==> config.mk <==
export PLATFORM = sky130hd
export DESIGN_NAME = seq_divider
export DESIGN_NICKNAME = d
export VERILOG_FILES = /design/src/rtl/seq_divider.sv
export SDC_FILE = /design/constraint.sdc
export NUM_CORES = 1
export LEC_CHECK = 0
export ABC_AREA = 1
export BUFFER_PORTS_ARGS = -buffer_cell sky130_fd_sc_hd__buf_2
export CORE_MARGIN = 2
export CORE_UTILIZATION = 35
export DETAILED_ROUTE_END_ITERATION = 6
export PLACE_DENSITY = 0.51
export SYNTH_ARGS = -nofsm -noshare
export SYNTH_HDL_FRONTEND = slang
export SYNTH_SLANG_ARGS = --single-unit
==> constraint.sdc <==
create_clock -name clk -period 10.3 [get_ports clk]
set_clock_uncertainty 0.05 [all_clocks]
set_input_delay 2.06 -clock clk [delete_from_list [all_inputs] [get_ports clk]]
set_output_delay 2.06 -clock clk [all_outputs]
set_load 0.02 [all_outputs]
==> src/rtl/seq_divider.sv <==
`default_nettype none
// ============================================================================
// Module      : seq_divider
// Description : Radix-2 restoring divider, one quotient bit per clock, with
//               RISC-V DIV/DIVU/REM/REMU results over valid/ready handshakes.
// Revision    : 1.0 - initial release
// ============================================================================
module seq_divider #(
    parameter int WIDTH = 32
) (
    input  logic             clk,
    input  logic             rst,
    input  logic             flush,
    input  logic             in_valid,
    output logic             in_ready,
    input  logic             is_signed,
    input  logic [WIDTH-1:0] dividend,
    input  logic [WIDTH-1:0] divisor,
    output logic             out_valid,
    input  logic             out_ready,
    output logic [WIDTH-1:0] quotient,
    output logic [WIDTH-1:0] remainder,
    output logic             div_zero
);

    localparam int CNT_W = $clog2(WIDTH + 1);

    localparam logic [1:0] c_st_idle = 2'd0;
    localparam logic [1:0] c_st_calc = 2'd1;
    localparam logic [1:0] c_st_sign = 2'd2;
    localparam logic [1:0] c_st_done = 2'd3;

    localparam logic [WIDTH-1:0] c_min       = {1'b1, {(WIDTH-1){1'b0}}};
    localparam logic [CNT_W-1:0] c_last_iter = CNT_W'(WIDTH - 1);

    logic [1:0]       r_state;
    logic [1:0]       w_state_nxt;
    logic [CNT_W-1:0] r_cnt;
    logic [WIDTH-1:0] r_q;
    logic [WIDTH-1:0] r_rem;
    logic [WIDTH-1:0] r_dvsr;
    logic             r_neg_q;
    logic             r_neg_r;
    logic [WIDTH-1:0] r_quotient;
    logic [WIDTH-1:0] r_remainder;
    logic             r_div_zero;

    logic             w_accept;
    logic             w_dz;
    logic             w_ovf;
    logic             w_a_neg;
    logic             w_b_neg;
    logic [WIDTH-1:0] w_a_mag;
    logic [WIDTH-1:0] w_b_mag;
    logic [WIDTH:0]   w_rem_sh;
    logic [WIDTH:0]   w_diff;
    logic             w_ge;

    assign in_ready  = (r_state == c_st_idle);
    assign out_valid = (r_state == c_st_done);
    assign quotient  = r_quotient;
    assign remainder = r_remainder;
    assign div_zero  = r_div_zero;

    assign w_accept = in_valid && in_ready && !flush;
    assign w_dz     = (divisor == '0);
    assign w_ovf    = is_signed && (dividend == c_min) && (divisor == '1);
    assign w_a_neg  = is_signed && dividend[WIDTH-1];
    assign w_b_neg  = is_signed && divisor[WIDTH-1];
    assign w_a_mag  = w_a_neg ? -dividend : dividend;
    assign w_b_mag  = w_b_neg ? -divisor  : divisor;

    // Borrow out of the WIDTH+1 bit subtraction doubles as the compare result.
    assign w_rem_sh = {r_rem, r_q[WIDTH-1]};
    assign w_diff   = w_rem_sh - {1'b0, r_dvsr};
    assign w_ge     = ~w_diff[WIDTH];

    always_ff @(posedge clk or posedge rst) begin
        if (rst) begin
            r_state <= c_st_idle;
        end else begin
            r_state <= w_state_nxt;
        end
    end

    always_comb begin
        w_state_nxt = r_state;
        if (flush) begin
            w_state_nxt = c_st_idle;
        end else begin
            case (r_state)
                c_st_idle: begin
                    if (w_accept) begin
                        w_state_nxt = (w_dz || w_ovf) ? c_st_done : c_st_calc;
                    end
                end
                c_st_calc: begin
                    if (r_cnt == c_last_iter) begin
                        w_state_nxt = c_st_sign;
                    end
                end
                c_st_sign: w_state_nxt = c_st_done;
                c_st_done: begin
                    if (out_ready) begin
                        w_state_nxt = c_st_idle;
                    end
                end
                default:   w_state_nxt = c_st_idle;
            endcase
        end
    end

    always_ff @(posedge clk or posedge rst) begin
        if (rst) begin
            r_cnt       <= '0;
            r_q         <= '0;
            r_rem       <= '0;
            r_dvsr      <= '0;
            r_neg_q     <= 1'b0;
            r_neg_r     <= 1'b0;
            r_quotient  <= '0;
            r_remainder <= '0;
            r_div_zero  <= 1'b0;
        end else if (!flush) begin
            case (r_state)
                c_st_idle: begin
                    if (w_accept) begin
                        if (w_dz) begin
                            r_quotient  <= '1;
                            r_remainder <= dividend;
                            r_div_zero  <= 1'b1;
                        end else if (w_ovf) begin
                            r_quotient  <= c_min;
                            r_remainder <= '0;
                            r_div_zero  <= 1'b0;
                        end else begin
                            r_q     <= w_a_mag;
                            r_dvsr  <= w_b_mag;
                            r_rem   <= '0;
                            r_cnt   <= '0;
                            r_neg_q <= w_a_neg ^ w_b_neg;
                            r_neg_r <= w_a_neg;
                        end
                    end
                end
                c_st_calc: begin
                    r_q   <= {r_q[WIDTH-2:0], w_ge};
                    r_rem <= w_ge ? w_diff[WIDTH-1:0] : w_rem_sh[WIDTH-1:0];
                    r_cnt <= r_cnt + CNT_W'(1);
                end
                c_st_sign: begin
                    r_quotient  <= r_neg_q ? -r_q : r_q;
                    r_remainder <= r_neg_r ? -r_rem : r_rem;
                    r_div_zero  <= 1'b0;
                end
                default: ;
            endcase
        end
    end

endmodule
`default_nettype wire
* Word-level counts from Yosys, hierarchy flattened
Cells that the tools add are included.
Word-level totals: memories 0, word-level logic and storage cells 85, bits in latches 0, output and inout bits 67, memory bits (writable) 0, bits in read-only memories 0, register bits after elaboration 171
Cells by class: multipliers 0, equality and inequality tests 13, reduce and logical (&&, ||, !) cells 16, $add $sub $neg 6, mux-type cells 35, magnitude comparators 0, bitwise gates (word level) 5, div/mod/pow operators 0, shifts and indexed selects 0
Operators by type and width (count):
- two-way mux 32 bit | 17
- one-hot mux 32 bit (2 select lines) | 4
- negation 32 bit | 4
- == test 32 bit, second input constant | 2
- subtractor 33 x 32 -> 33 bit | 1
- zero test 32 bit | 1
- two-way mux 6 bit | 3
- one-hot mux 6 bit (2 select lines) | 1
- two-way mux 2 bit | 5
- AND reduction 5 bit | 2
- one-hot mux 2 bit (4 select lines) | 1
- adder 6 x 1 -> 6 bit, second input constant | 1
- == test 6 x 5 -> 1 bit, second input constant | 1
- logical AND 1 bit | 6
- inequality test 3 x 2 -> 1 bit, second input constant | 2
- == test 2 bit, second input constant | 2
- inequality test 2 bit, second input constant | 2
- inverter 1 bit | 4
- AND reduction 4 bit | 1
- nonzero test 2 bit | 2
- two-way mux 1 bit | 3
- inequality test 3 x 1 -> 1 bit, second input constant | 1
- inequality test 3 bit, second input constant | 1
- AND reduction 3 bit | 1
- 7 further kinds | 7

* Logic depth before layout (Yosys ltp)
word-level depth 8, gate-level depth with buffers 18

* Worst setup path before layout
No wires, ideal clock.
kind input to register, start point input port dividend[0], end point register r_quotient[11] (netlist: quotient[11]), data required time 10.126 ns, stages on the path 13, buffers on the path 2, setup slack 6.601 ns, arrival 3.525 ns, library setup time 0.124 ns, cell sequence inv_1 > ha_1 > nand2_1 > nor2_2 > nand2_1 > nor2_2 > nand3_1 > nand2_1 > nand2_1 > buf_6 > nor2_8 > buf_6 > a21oi_2
On the way: cells in the longest elaborated chain, start to end 5
RTL lines:
- start: declaration | line 17 | input logic [WIDTH-1:0] dividend,
- == test 32 bit | line 67 | assign w_ovf = is_signed && (dividend == c_min) && (divisor == '1);
- logical AND 1 bit (2 in a row) | line 67
- inequality test 3 x 1 -> 1 bit (no source line)
- AND reduction 4 bit (no source line)
- end signal: assignment | line 133 | r_quotient <= c_min;
- end signal: assignment | line 152 | r_quotient <= r_neg_q ? -r_q : r_q;
- end: declaration | line 44 | logic [WIDTH-1:0] r_quotient;
Every way passes these cells. A chain may end at the register's enable or synchronous reset.

* Worst setup path in the final report
start point input port dividend[0], end point register r_quotient[20] (netlist: quotient[20])
The elaborated chain is that of the path after synthesis.

==> results.cfg <==
[status]
outcome = completed

[sta]
tightest_slew_ns = 1.14
post-route-min-period_ns = 4.76
min_period_over_period_pct = 46.2
number_of_hold_slack_violations_in_the_final_timing_report = 0
timing.final.setup_violations = 0
timing.max_slew.rel_slack_pct = 23.5
timing.fmax_mhz = 210
maxSlewViolCount = 0
rsz_0062_raised_after_global_routing = no
fin_setup_tns_ns = 0

[grt]
antenna_found_initial = 0
grt_usage_pct = 24.1
first_pass_grt_wire_length_um = 77100
globalRouteOverflowTotal = 0
vias_in_the_first_global_route = 13600
largest_net_degree_at_the_start_of_global_routing = 73

[cells_and_area]
filler_cell_count = 4437
areaGrowthSynthToFinish_pct = 12.3
finish.net_count = 2486
proportion_of_layout_cells_with_a_drive_suffix_above_1_pct = 9.48
layout_common_cells = sky130_fd_sc_hd__nand2_1, sky130_fd_sc_hd__inv_1, sky130_fd_sc_hd__nor2_1
antenna_diode_count = 0
fin_area_um2 = 15700
most_common_library_cell_in_the_layout_ignoring_fill_and_taps = sky130_fd_sc_hd__nand2_1

[setup_path]
critPathCaptureType = register
critPathArrivalTime_ns = 5.10
crit_fanout = 66
crit_reg_reg_endpoint = r_rem[19]
reg2reg_slack_ns = 6.92
start_kind = primary input
r2r-start = r_q[31]
critical_path_required_ns = 10.64
timing_worst_setup_path_type = primary input to register
reg2regPathDepth = 17

[synth]
synth_seq_cells = 171
synth_largest_type_area_fraction_pct = 30.7
synth.area.top_cells = sky130_fd_sc_hd__dfrtp_1, sky130_fd_sc_hd__nand2_1, sky130_fd_sc_hd__inv_1
post_synth_instance_area_um2 = 13900
post_synth_num_cell_types = 38
synthesis.nets = 2389
syn_area_per_cell_um2 = 6.13
ys_seq_area_share_pct = 30.7
asyncSetResetFlopFracSynth_pct = 100
synth_area_leader_cell = sky130_fd_sc_hd__dfrtp_1
synth_enable_flop_cells = 0
synthesis.yosys.warnings = 0
top_ff_cell_synth = sky130_fd_sc_hd__dfrtp_1
syn_inst = 2276

[routing]
ant_nets = 0
drt_iter0_drc = 977
router_iterations_before_antenna_repair = 6
total_via_count_in_the_routed_design = 14400
finalWirelength_um = 49000
routed_via_density = 4.96
detail_route.wl_per_cell_um = 16.8
drc_errors = 0

[place]
place_hpwl_um = 39600
finalWeightedCongestion = 0.939
place_area_um2 = 15100
place.port_buffers = 136

[power]
sw_frac_of_total_pct = 49.9
seq_power_share_pct = 28.4
vdd_drop_max_uv = 113
switchingPower_mw = 1.90
proportion_of_power_drawn_by_the_clock_network_pct = 17.5
p_int_mw = 1.91
combPwrFrac_pct = 54.1
power_density_nw_per_um2 = 243
power_leakage_nw = 8.29

[floorplanning]
core_area_um2 = 39500
die_ar_um2 = 41500
floorplan.die.width_um = 204
rows = 73
floorplan.die.height_um = 204
num_io_pins = 137
initial_core_util_pct = 35.3

[clocking]
cts_resized = 0
cts_tree = yes
numCtsBuffers = 17
maximum_root_to_sink_buffer_count = 2
postCtsSetupBuffers = 0
clk-insertion-delay-late_ns = 0.46
clock_tree.htree_level_count = 4
cts.clk_slew.worst_paths_ns = 0.07
cts.sink_count = 171
cts_root_buffer = sky130_fd_sc_hd__clkbuf_16
number_of_hold_buffers_added_after_cts = 0

[worst_hold_path]
worst_hold_startpoint = r_dvsr[10]
hp-class = register to register
hold_path_end = r_dvsr[10]
min_path_cells = 2

[flow_run]
max_cap_violations = 0
power by group through the flow:
stage / logic [mW] / registers [mW] / clock network (mW)
finish: 2.06 / 1.08 / 0.668
global route: 2.35 / 1.12 / 0.711
CTS: 2.08 / 1.09 / 0.684
detailed placement: 2.08 / 1.10 / 0
global placement: 2.06 / 1.09 / 0
floorplan: 1.35 / 1.18 / 0
stage by stage:
step                hold WS [ns]  setup WS [ns]  utilization, %  cells  total power [mW]
floorplan                  0.403           3.56               -   2276              2.53
global placement           0.421           5.11            38.1   2879              3.16
detailed placement         0.424           5.06            38.1   2879              3.18
CTS                        0.441           5.54            39.6   2910              3.85
global route               0.456           5.23            39.6   2910              4.17
finish                     0.433           5.54            39.6   2910              3.81
cells in the mapped netlist (all sizes together), types with 3 or more instances:
library cell	number
clkbuf	33
and2	4
nand4	39
nand3	221
nor4	3
nor2	242
nor3	21
o21bai	3
or2	7
o21ai	170
nand2	787
nand3b	12
buf	39
inv	305
o211ai	7
ha	42
dfrtp	171
a21oi	78
xor2	35
a31oi	23
xnor2	20
and3	4
cell families (layout without fill, tap and decap cells):
| logic type | after synthesis | after routing | synth area share (%) |
|---|---|---|---|
| compound gates | 287 | 287 | 11.3 |
| fa+ha+maj | 43 | 43 | 3.91 |
| xor+xnor | 55 | 55 | 3.45 |
| buf+inv | 379 | 488 | 10.6 |
| simple gates | 1341 | 1341 | 40.0 |
| flops | 171 | 171 | 30.7 |
final cells by class:
| cell class | count | area, um^2 | share of cell area (%) |
|---|---|---|---|
| repair buffers | 150 | 786 | 5.02 |
| multi-input cells | 1726 | 8190 | 52.3 |
| clock inverters | 11 | 135 | 0.863 |
| well taps | 525 | 657 | 4.19 |
| flip-flops and latches | 171 | 4280 | 27.3 |
| inverters | 307 | 1160 | 7.39 |
| clock buffers | 20 | 457 | 2.92 |
worst max path at each step:
stage	slack [ns]	to	startpoint
after floorplan	3.56	div_zero	rst
after global placement	5.11	quotient[24]	dividend[0]
after detailed placement	5.06	quotient[20]	dividend[0]
after CTS	5.54	quotient[20]	dividend[0]
after global routing	5.23	quotient[15]	dividend[0]
final	5.54	quotient[20]	dividend[0]
flip-flops by register name (all words and copies together) (netlist names):
register	cells
quotient	32
r_dvsr	32
r_q	32
r_rem	32
remainder	32
r_cnt	6
r_state	2
div_zero	1
r_neg_q	1
r_neg_r	1
critical path, stage by stage:
cell and delay, ns:
sky130_fd_sc_hd__buf_2 0.13, sky130_fd_sc_hd__inv_1 0.16, sky130_fd_sc_hd__ha_1 0.25, sky130_fd_sc_hd__nand2_1 0.13, sky130_fd_sc_hd__nor2_2 0.18, sky130_fd_sc_hd__nand2_1 0.11
sky130_fd_sc_hd__nor2_2 0.26, sky130_fd_sc_hd__nand3_1 0.13, sky130_fd_sc_hd__nand2_1 0.11, sky130_fd_sc_hd__nand2_1 0.05, sky130_fd_sc_hd__buf_4 0.23, sky130_fd_sc_hd__inv_2 0.23
sky130_fd_sc_hd__buf_4 0.57, sky130_fd_sc_hd__nand2_1 0.26, sky130_fd_sc_hd__nand3_1 0.15
layer usage:
metal | part of all wire [%] | routed length, um | global-route usage, % | up-vias
met2 | 46 | 22400 | 39.0 | 332
met4 | 2.6 | 1250 | 8.13 | 0
met1 | 48 | 23600 | 33.5 | 6607
li1 | - | - | - | 7433
met5 | 0 | 0 | 0 | -
met3 | 3.7 | 1790 | 2.56 | 51
No activity file was read; power rests on OpenSTA's default activity.
